===== src/rtl/game_flow_fsm_pkg.sv =====
// Shared types for the game sequencer: display state codes, result encoding,
// frame-count defaults and counter sizing.
package game_flow_fsm_pkg;

    typedef enum logic [2:0] {
        MENU1P   = 3'b000,
        MENU2P   = 3'b001,
        CNT3     = 3'b010,
        CNT2     = 3'b011,
        CNT1     = 3'b100,
        START    = 3'b101,
        PLAY     = 3'b110,
        GAMEOVER = 3'b111
    } state_t;

    localparam int unsigned COUNT_FRAMES_DEF    = 60;
    localparam int unsigned START_FRAMES_DEF    = 60;
    localparam int unsigned GAMEOVER_FRAMES_DEF = 120;
    localparam int unsigned HP_W_DEF            = 4;

    // Counter holds 0..N-1 for the largest N; never narrower than one bit.
    function automatic int unsigned cnt_width(int unsigned a, int unsigned b, int unsigned c);
        int unsigned m;
        m = (a > b) ? a : b;
        m = (m > c) ? m : c;
        return (m > 2) ? $clog2(m) : 1;
    endfunction

endpackage


===== src/rtl/game_flow_fsm_if.sv =====
// Control/event inputs and renderer-facing outputs of the game sequencer.
interface game_flow_fsm_if #(
    parameter int unsigned HP_W = 4
);
    logic            frame_tick;
    logic            btn_toggle;
    logic            btn_select;
    logic            p1_ko;
    logic            p2_ko;
    logic            round_timeout;
    logic [HP_W-1:0] p1_health;
    logic [HP_W-1:0] p2_health;
    logic [2:0]      state;
    logic            P1win;
    logic            P2win;
    logic            draw;
    logic            two_player;
    logic            round_start;

    modport master (
        output frame_tick, btn_toggle, btn_select, p1_ko, p2_ko, round_timeout,
               p1_health, p2_health,
        input  state, P1win, P2win, draw, two_player, round_start
    );

    modport slave (
        input  frame_tick, btn_toggle, btn_select, p1_ko, p2_ko, round_timeout,
               p1_health, p2_health,
        output state, P1win, P2win, draw, two_player, round_start
    );
endinterface


===== src/rtl/game_flow_fsm_frame_tick_counter.sv =====
// Frame tick counter: counts enabled ticks, pulses done combinationally on the
// tick that hits the terminal count, then wraps to zero.
module frame_tick_counter #(
    parameter int unsigned W = 7
) (
    input  logic         clk,
    input  logic         rst,
    input  logic         clear,
    input  logic         tick_en,
    input  logic [W-1:0] term,
    output logic         done
);
    logic [W-1:0] cnt_q, cnt_d;

    always_comb begin
        done  = tick_en && (cnt_q == term);
        cnt_d = cnt_q;
        if (clear || done) begin
            cnt_d = '0;
        end else if (tick_en) begin
            cnt_d = cnt_q + 1'b1;
        end
    end

    always_ff @(posedge clk or posedge rst) begin
        if (rst) begin
            cnt_q <= '0;
        end else begin
            cnt_q <= cnt_d;
        end
    end
endmodule


===== src/rtl/game_flow_fsm.sv =====
// Top-level game sequencer: menu -> countdown -> START -> play -> game over,
// with latched play mode and registered result flags for the renderer.
module game_flow_fsm
    import game_flow_fsm_pkg::*;
#(
    parameter int unsigned COUNT_FRAMES    = COUNT_FRAMES_DEF,
    parameter int unsigned START_FRAMES    = START_FRAMES_DEF,
    parameter int unsigned GAMEOVER_FRAMES = GAMEOVER_FRAMES_DEF,
    parameter int unsigned HP_W            = HP_W_DEF
) (
    input  logic               clk,
    input  logic               rst,
    game_flow_fsm_if.slave     bus
);
    localparam int unsigned CW = cnt_width(COUNT_FRAMES, START_FRAMES, GAMEOVER_FRAMES);

    state_t          state_q, state_d;
    logic            two_player_q, two_player_d;
    logic            p1win_q, p1win_d;
    logic            p2win_q, p2win_d;
    logic            draw_q, draw_d;
    logic            round_start_q, round_start_d;
    logic            armed_q, armed_d;
    logic            cnt_clear, cnt_en, cnt_done;
    logic [CW-1:0]   cnt_term;
    logic [HP_W-1:0] p1_hp, p2_hp;

    assign p1_hp = bus.p1_health;
    assign p2_hp = bus.p2_health;

    always_comb begin
        cnt_term = '0;
        cnt_en   = 1'b0;
        case (state_q)
            CNT3, CNT2, CNT1: begin
                cnt_term = CW'(COUNT_FRAMES - 1);
                cnt_en   = bus.frame_tick;
            end
            START: begin
                cnt_term = CW'(START_FRAMES - 1);
                cnt_en   = bus.frame_tick;
            end
            GAMEOVER: begin
                cnt_term = CW'(GAMEOVER_FRAMES - 1);
                cnt_en   = bus.frame_tick;
            end
            default: ;
        endcase
    end

    assign cnt_clear = (state_d != state_q);

    frame_tick_counter #(.W(CW)) u_frame_cnt (
        .clk     (clk),
        .rst     (rst),
        .clear   (cnt_clear),
        .tick_en (cnt_en),
        .term    (cnt_term),
        .done    (cnt_done)
    );

    always_comb begin
        state_d       = state_q;
        two_player_d  = two_player_q;
        p1win_d       = p1win_q;
        p2win_d       = p2win_q;
        draw_d        = draw_q;
        round_start_d = 1'b0;
        armed_d       = armed_q;
        case (state_q)
            MENU1P: begin
                if (bus.btn_select) begin
                    state_d      = CNT3;
                    two_player_d = 1'b0;
                end else if (bus.btn_toggle) begin
                    state_d = MENU2P;
                end
            end
            MENU2P: begin
                if (bus.btn_select) begin
                    state_d      = CNT3;
                    two_player_d = 1'b1;
                end else if (bus.btn_toggle) begin
                    state_d = MENU1P;
                end
            end
            CNT3:  if (cnt_done) state_d = CNT2;
            CNT2:  if (cnt_done) state_d = CNT1;
            CNT1:  if (cnt_done) state_d = START;
            START: begin
                if (cnt_done) begin
                    state_d       = PLAY;
                    round_start_d = 1'b1;
                end
            end
            PLAY: begin
                // KO outranks timeout; the health compare only runs without a KO.
                if (bus.p1_ko || bus.p2_ko || bus.round_timeout) begin
                    state_d = GAMEOVER;
                    if (bus.p1_ko && bus.p2_ko) begin
                        draw_d = 1'b1;
                    end else if (bus.p1_ko) begin
                        p2win_d = 1'b1;
                    end else if (bus.p2_ko) begin
                        p1win_d = 1'b1;
                    end else if (p1_hp > p2_hp) begin
                        p1win_d = 1'b1;
                    end else if (p2_hp > p1_hp) begin
                        p2win_d = 1'b1;
                    end else begin
                        draw_d = 1'b1;
                    end
                end
            end
            GAMEOVER: begin
                if (cnt_done) armed_d = 1'b1;
                if (bus.btn_select && armed_q) begin
                    state_d = MENU1P;
                    p1win_d = 1'b0;
                    p2win_d = 1'b0;
                    draw_d  = 1'b0;
                    armed_d = 1'b0;
                end
            end
            default: state_d = MENU1P;
        endcase
    end

    always_ff @(posedge clk or posedge rst) begin
        if (rst) begin
            state_q       <= MENU1P;
            two_player_q  <= 1'b0;
            p1win_q       <= 1'b0;
            p2win_q       <= 1'b0;
            draw_q        <= 1'b0;
            round_start_q <= 1'b0;
            armed_q       <= 1'b0;
        end else begin
            state_q       <= state_d;
            two_player_q  <= two_player_d;
            p1win_q       <= p1win_d;
            p2win_q       <= p2win_d;
            draw_q        <= draw_d;
            round_start_q <= round_start_d;
            armed_q       <= armed_d;
        end
    end

    assign bus.state       = state_q;
    assign bus.P1win       = p1win_q;
    assign bus.P2win       = p2win_q;
    assign bus.draw        = draw_q;
    assign bus.two_player  = two_player_q;
    assign bus.round_start = round_start_q;
endmodule

===== src/flat_wrapper.sv =====
// flat-port wrapper written by rule: the top's interface ports become plain ports
module game_flow_fsm_flat import game_flow_fsm_pkg::*;
#(
    parameter int unsigned COUNT_FRAMES    = COUNT_FRAMES_DEF,
    parameter int unsigned START_FRAMES    = START_FRAMES_DEF,
    parameter int unsigned GAMEOVER_FRAMES = GAMEOVER_FRAMES_DEF,
    parameter int unsigned HP_W            = HP_W_DEF
)
  (clk, rst, bus_frame_tick, bus_btn_toggle, bus_btn_select, bus_p1_ko, bus_p2_ko, bus_round_timeout, bus_p1_health, bus_p2_health, bus_state, bus_P1win, bus_P2win, bus_draw, bus_two_player, bus_round_start);
  game_flow_fsm_if #(.HP_W(HP_W)) bus_i ();
  input  logic clk;
  input  logic rst;
  input wire logic [$bits(bus_i.frame_tick)-1:0] bus_frame_tick;
  input wire logic [$bits(bus_i.btn_toggle)-1:0] bus_btn_toggle;
  input wire logic [$bits(bus_i.btn_select)-1:0] bus_btn_select;
  input wire logic [$bits(bus_i.p1_ko)-1:0] bus_p1_ko;
  input wire logic [$bits(bus_i.p2_ko)-1:0] bus_p2_ko;
  input wire logic [$bits(bus_i.round_timeout)-1:0] bus_round_timeout;
  input wire logic [$bits(bus_i.p1_health)-1:0] bus_p1_health;
  input wire logic [$bits(bus_i.p2_health)-1:0] bus_p2_health;
  output wire logic [$bits(bus_i.state)-1:0] bus_state;
  output wire logic [$bits(bus_i.P1win)-1:0] bus_P1win;
  output wire logic [$bits(bus_i.P2win)-1:0] bus_P2win;
  output wire logic [$bits(bus_i.draw)-1:0] bus_draw;
  output wire logic [$bits(bus_i.two_player)-1:0] bus_two_player;
  output wire logic [$bits(bus_i.round_start)-1:0] bus_round_start;
  assign bus_i.frame_tick = bus_frame_tick;
  assign bus_i.btn_toggle = bus_btn_toggle;
  assign bus_i.btn_select = bus_btn_select;
  assign bus_i.p1_ko = bus_p1_ko;
  assign bus_i.p2_ko = bus_p2_ko;
  assign bus_i.round_timeout = bus_round_timeout;
  assign bus_i.p1_health = bus_p1_health;
  assign bus_i.p2_health = bus_p2_health;
  assign bus_state = bus_i.state;
  assign bus_P1win = bus_i.P1win;
  assign bus_P2win = bus_i.P2win;
  assign bus_draw = bus_i.draw;
  assign bus_two_player = bus_i.two_player;
  assign bus_round_start = bus_i.round_start;
  game_flow_fsm #(.COUNT_FRAMES(COUNT_FRAMES), .START_FRAMES(START_FRAMES), .GAMEOVER_FRAMES(GAMEOVER_FRAMES), .HP_W(HP_W)) u_core (.clk(clk), .rst(rst), .bus(bus_i));
endmodule

===== config.mk =====
export PLATFORM = sky130hd
export DESIGN_NAME = game_flow_fsm_flat
export DESIGN_NICKNAME = d
export VERILOG_FILES = /design/src/rtl/game_flow_fsm_pkg.sv /design/src/rtl/game_flow_fsm_if.sv /design/src/rtl/game_flow_fsm_frame_tick_counter.sv /design/src/rtl/game_flow_fsm.sv /design/src/flat_wrapper.sv
export SDC_FILE = /design/constraint.sdc
export NUM_CORES = 1
export LEC_CHECK = 0
export CORE_ASPECT_RATIO = 1.1
export CORE_MARGIN = 5
export CORE_UTILIZATION = 50
export DETAILED_ROUTE_END_ITERATION = 16
export PLACE_DENSITY = 0.88
export SLEW_MARGIN = 20
export SYNTH_ARGS = -nofsm -noshare
export SYNTH_HDL_FRONTEND = slang
export SYNTH_HIERARCHICAL = 1
export SYNTH_SLANG_ARGS = --single-unit

===== constraint.sdc =====
create_clock -name clk -period 5.2 [get_ports clk]
set_clock_uncertainty 0.2 [all_clocks]
set_input_delay 1.04 -clock clk [delete_from_list [all_inputs] [get_ports clk]]
set_output_delay 1.04 -clock clk [all_outputs]
set_load 0.1 [all_outputs]

Word-level counts from Yosys, hierarchy flattened
Index checks and enable logic that the tools add are counted.

Bits in registers: 16. Bits in latches: 0. RAM bits: 0. ROM bits: 0. Memories kept: 0.

$add $sub $neg: 1. Multipliers: 0. Div/mod/pow operators: 0. Order comparisons: 2. Eq/ne operators: 23. Shift-type cells: 0. Mux-type cells: 43. Bitwise logic cells: 0. Reduce and logical (&&, ||, !) cells: 18.

Operators by type and width (number): two-way mux 3 bit (10); two-way mux 1 bit (25); one-hot mux 3 bit (8 select lines) (1); != test 3 x 2 -> 1 bit (second input constant) (6); two-way mux 7 bit (2); one-hot mux 7 bit (2 select lines) (1); AND reduction 7 bit (2); == test 3 bit (second input constant) (4); greater-than comparator 4 bit (2); != test 2 bit (second input constant) (4); one-hot mux 1 bit (2 select lines) (4); nonzero test 2 bit (4); adder 7 x 1 -> 7 bit (second input constant) (1); == test 7 bit (1); == test 3 x 2 -> 1 bit (second input constant) (2); != test 3 bit (second input constant) (2); AND reduction 6 bit (1); OR reduction 5 bit (1); != test 2 x 1 -> 1 bit (second input constant) (2); OR reduction 4 bit (1); == test 3 x 1 -> 1 bit (second input constant) (1); logical AND 1 bit (3); logical NOT 3 bit (1); logical OR 1 bit (3); other kinds (3) (3).

Longest topological paths before layout
Depth after elaboration: 10. Mapped depth: 16.

By module
The synthesis kept the hierarchy.

Modules (own cells, without submodules): game_flow_fsm (times used 1, cells each 76, area an instance 654.4 um^2); frame_tick_counter (times used 1, cells each 45, area an instance 488.0 um^2).

Worst setup path before layout
OpenSTA, ideal clock, no wires.

Kind: register to register. From: reg u_core.state_q[2], in the netlist u_core/bus.state[2]. To: reg u_core.u_frame_cnt.cnt_q[5]. Setup time: 0.141 ns. Data arrival time: 3.871 ns. Path slack: 0.988 ns. Cell stages (with the launch flop): 15. Buffers on the path: 1. Period minus slack after synthesis: 4.212 ns. Path through: dfrtp_1 > buf_6 > and3_2 > or2_2 > xor2_1 > nor4_4 > and2_1 > nor2b_1 > a31oi_1 > nor2b_2 > or4_4 > mux2i_1 > inv_1 > o2111ai_1 > a21oi_1.

Word-level cells in the longest chain between the ends: 10. Elaborated cells between the ends (all ways): 29. Classes of those cells: eq/ne: 9; mux: 14; reduce/logical: 6.

RTL lines: from (decl) (RTL line game_flow_fsm.sv:17) `state_t state_q, state_d;`; from (signal assigned) (RTL line game_flow_fsm.sv:139) `state_q <= state_d;`; == test 3 x 2 -> 1 bit or == test 3 bit (tied branches) (RTL line game_flow_fsm.sv:34) `case (state_q)`; OR reduction 4 bit (no line); one-hot mux 7 bit (2 select lines) * (RTL line game_flow_fsm.sv:34); via u_core.cnt_term[2] (RTL line game_flow_fsm.sv:25) `logic [CW-1:0] cnt_term;`; == test 7 bit * (RTL line game_flow_fsm_frame_tick_counter.sv:16) `done = tick_en && (cnt_q == term);`; logical AND 1 bit * (RTL line game_flow_fsm_frame_tick_counter.sv:16); via u_core.cnt_done (RTL line game_flow_fsm.sv:24) `logic cnt_clear, cnt_en, cnt_done;`; two-way mux 3 bit, on equally long branches; one-hot mux 3 bit (8 select lines) * (RTL line game_flow_fsm.sv:70) `case (state_q)`; via u_core.state_d[0] (RTL line game_flow_fsm.sv:17); != test 3 bit * (RTL line game_flow_fsm.sv:51) `assign cnt_clear = (state_d != state_q);`; via u_core.cnt_clear (RTL line game_flow_fsm.sv:24); logical OR 1 bit * (RTL line game_flow_fsm_frame_tick_counter.sv:18) `if (clear || done) begin`; two-way mux 7 bit or nonzero test 2 bit (tied branches); to (signal assigned) (RTL line game_flow_fsm_frame_tick_counter.sv:29) `cnt_q <= cnt_d;`; to (decl) (RTL line game_flow_fsm_frame_tick_counter.sv:13) `logic [W-1:0] cnt_q, cnt_d;`.

The timed path passes the listed nets; every way through them passes the cells marked *. A chain may end at the register's enable or synchronous reset.

Final worst setup path
Same ends and word-level chain as after synthesis.

==> flow_summary.yaml <==
synthesis:
  yosys.area_share.simple_pct: 21.4
  syn_avg_cell_area_um2: 9.44
  yosys.area_share.adder_pct: 5.48
  ys_flop_type: "dfrtp_1"
  postSynthNetCount: 142
  synth.yosys.seq_area_share_pct: 35.0
  post_synth_design_cell_area_mm2: 0.00114
  synth_enable_flop_cells: 0
  synth_cell_types: 43
  synth.mux.area_fraction_pct: 2.74
  synth_compound_area_share_pct: 19.2
  main_combinational_cell_family_by_area_after_synthesis: "simple AND/OR/NAND/NOR gates"
  synth.yosys.warnings: 6
  syn_inst: 121
  ys_async_sr_fraction_pct: 100
  synth_seq_cells: 16
  synth_xor_xnor_area_share_pct: 9.20
floorplan:
  rows: 18
  die_h_um: 60.1
  die-area_mm2: 0.00334
  die_w_um: 55.6
  io_pins: 24
  starting_utilization_of_the_core_area_pct: 51.8
  coreArea_mm2: 0.00221
detailed_routing:
  ant_nets: 0
  drt_pass1_iterations: 5
  drt_wl_total_um: 2730
  vias: 1016
  viasPerCell: 5.84
  detail_route.iter0.violations: 23
  detail_route.wl_per_cell_um: 15.7
  drc_errors: 0
sta:
  finalHoldViolations: 0
  totalNegativeSetupSlack_ns: 0
  timing_max_transition_violations_final: 0
  period_minus_slack_ns: 4.23
  timing.fmax_mhz: 236
  report.final.setup_viol: 0
  grt_setup_unrepaired: "false"
  period_share_pct: 81.4
  hold_ws_ns: 0.312
  relSlewSlack_pct: 34.7
  transition_time_at_the_pin_with_the_least_slew_margin_ns: 0.977
grt:
  groute.layer.met2.usage_pct: 33.6
  groute.usage.overall_pct: 17.8
  grt.met3_usage_pct: 3.24
  grt_pass1_vias: 1032
  grt_overflow: 0
  gr-usage-met1_pct: 18.6
  grt_max_degree: 15
  global_route.peak_usage_layer: "met2"
  grt_pass1_wl_um: 4620
  initial_antenna_violation_count: 0
min_path:
  hp-class: "reg2reg"
  worst_hold_startpoint: "u_core/bus.draw"
outcome:
  status: "complete, no violations"
final_layout:
  area_added_between_synthesis_and_finish_pct: 23.5
  final_net_count: 166
  antennaDiodeCount: 0
  layout-drive-gt1-share_pct: 11.8
place:
  gp_routability_congestion: 0.829
  port-buffer-count: 23
  dp_hpwl_um: 2140
power_and_ir_drop:
  peakVddDrop_mv: 0.143
  p_per_area_mw_per_mm2: 226
  power_leakage_nw: 0.619
  report.power.total_mw: 0.319
clock_network:
  ctsRootBufferMaster: "clkbuf_4"
  cts_htree_levels: 1
  cts-buffers-inserted: 3
  cts.clk_slew.worst_paths_ns: 0.10
  cts_tree: "done"
  numClockSinks: 16
  postCtsResizedCells: 0
  postCtsSetupRepairBufs: 0
  hold_buffer_count_at_cts: 0
  insertion_delay_ns: 0.29
  cts_buffer_depth: 2
setup_path:
  worst_r2r_startpoint: "u_core/bus.state[2]"
  path_class: "reg2reg"
  crit_start: "u_core/bus.state[2]"
  worst_setup_path_start_kind: "register"
  reg2reg_slack_ns: 0.97
  worst_ep_arrival_time_ns: 4.20
  crit_fanout: 14
  timing.critical_path.required_ns: 5.17
  worst_setup_path_end_kind: "register"
job:
  cap_viol_max_count: 0
[logic make-up after synthesis]
kind of cell,count (synthesis)
and+or+nand+nor,39
muxes,3
xor gates and xnor gates,12
adders and majority gates,5
buffers and inverters,15
DFF,16
AOI/OAI and AO/OA,31
[report_power, final]
part,internal [mW],switching [mW]
logic,0.0362,0.0543
registers,0.132,0.0120
clock network,0.0427,0.0413
total,0.211,0.108
[metrics by stage]
stage / cell area, um2 / util (%) / setup WS [ns] / cells
after CTS: 1410 / 63.9 / 1.00 / 174
after global placement: 1380 / 62.3 / 1.00 / 170
after detailed placement: 1380 / 62.3 / 0.846 / 170
final: 1410 / 63.9 / 0.967 / 174
after global routing: 1410 / 63.9 / 0.680 / 174
after floorplan: 1140 / - / 0.988 / 121
[state kept, by name, indices dropped and copies added, names as in the netlist]
signal / count
u_core/u_frame_cnt/cnt_q: 7
u_core/bus.P1win: 1
u_core/armed_q: 1
u_core/bus.two_player: 1
u_core/bus.draw: 1
u_core/bus.round_start: 1
u_core/bus.state: 3
u_core/bus.P2win: 1
[placed cells by master, fill, tap and decap left out, types with 2 or more instances in the layout]
cell type / n
a211oi_1: 5
nor2_1: 10
xnor2_1: 5
a21oi_1: 9
clkdlybuf4s50_1: 23
a31oi_1: 4
ha_1: 5
nor3b_1: 2
and3_2: 2
clkbuf_4: 3
and3_1: 3
mux2i_1: 2
a41oi_1: 2
inv_1: 10
nand4_1: 2
nand2_1: 7
nor2b_1: 2
xor2_1: 7
dfrtp_1: 16
[cell usage after synthesis (all sizes together), types with 2 or more instances]
master  number  area share (%)
and4         2             1.9
xnor2        5             3.8
nand4        2             1.1
nand2        7             2.3
a21o         2             1.4
mux2i        2             1.8
and3         5             3.0
dfrtp       16              35
o21ai        2             1.2
a21oi        9             3.9
xor2         7             5.4
a211oi       5             3.3
buf          5             3.7
inv         10             3.3
ha           5             5.5
a41oi        2             1.5
nor2        10             3.3
nor3b        2             1.3
a31oi        4             2.2
nor2b        3             1.9
[worst paths after layout]
check	to	cells after the start
max	u_core/u_frame_cnt/cnt_q[5]	13
min	u_core/bus.draw	1
max reg2reg	u_core/u_frame_cnt/cnt_q[5]	13
min reg2reg	u_core/bus.draw	1
max in group asynchronous	u_core/bus.state[1]	2
min in group asynchronous	u_core/u_frame_cnt/cnt_q[3]	2
[critical path, stage by stage (launching register included)]
cell,delay (ns)
dfrtp_1,0.54
and3_2,0.34
or2_2,0.36
xor2_1,0.19
nor4_4,0.47
and2_1,0.31
nor2b_1,0.17
a31oi_1,0.06
nor2b_2,0.18
or4_4,0.49
mux2i_1,0.51
inv_1,0.10
o2111ai_1,0.11
a21oi_1,0.07
[layout make-up]
| class | count | area [um2] |
|---|---|---|
| clock buffers | 4 | 36.3 |
| well taps | 30 | 37.5 |
| inverters | 10 | 37.5 |
| repair buffers | 24 | 238 |
| fillers | 207 | 796 |
| multi-input cells | 90 | 662 |
| flip-flops and latches | 16 | 400 |
[routing by layer]
layer | wire length, um | vias to the layer above
li1 | - | 485
met1 | 1100 | 489
met2 | 1390 | 31
met3 | 128 | 11
met4 | 106 | 0
met5 | 0 | -
Power figures use the tool's default switching activity.
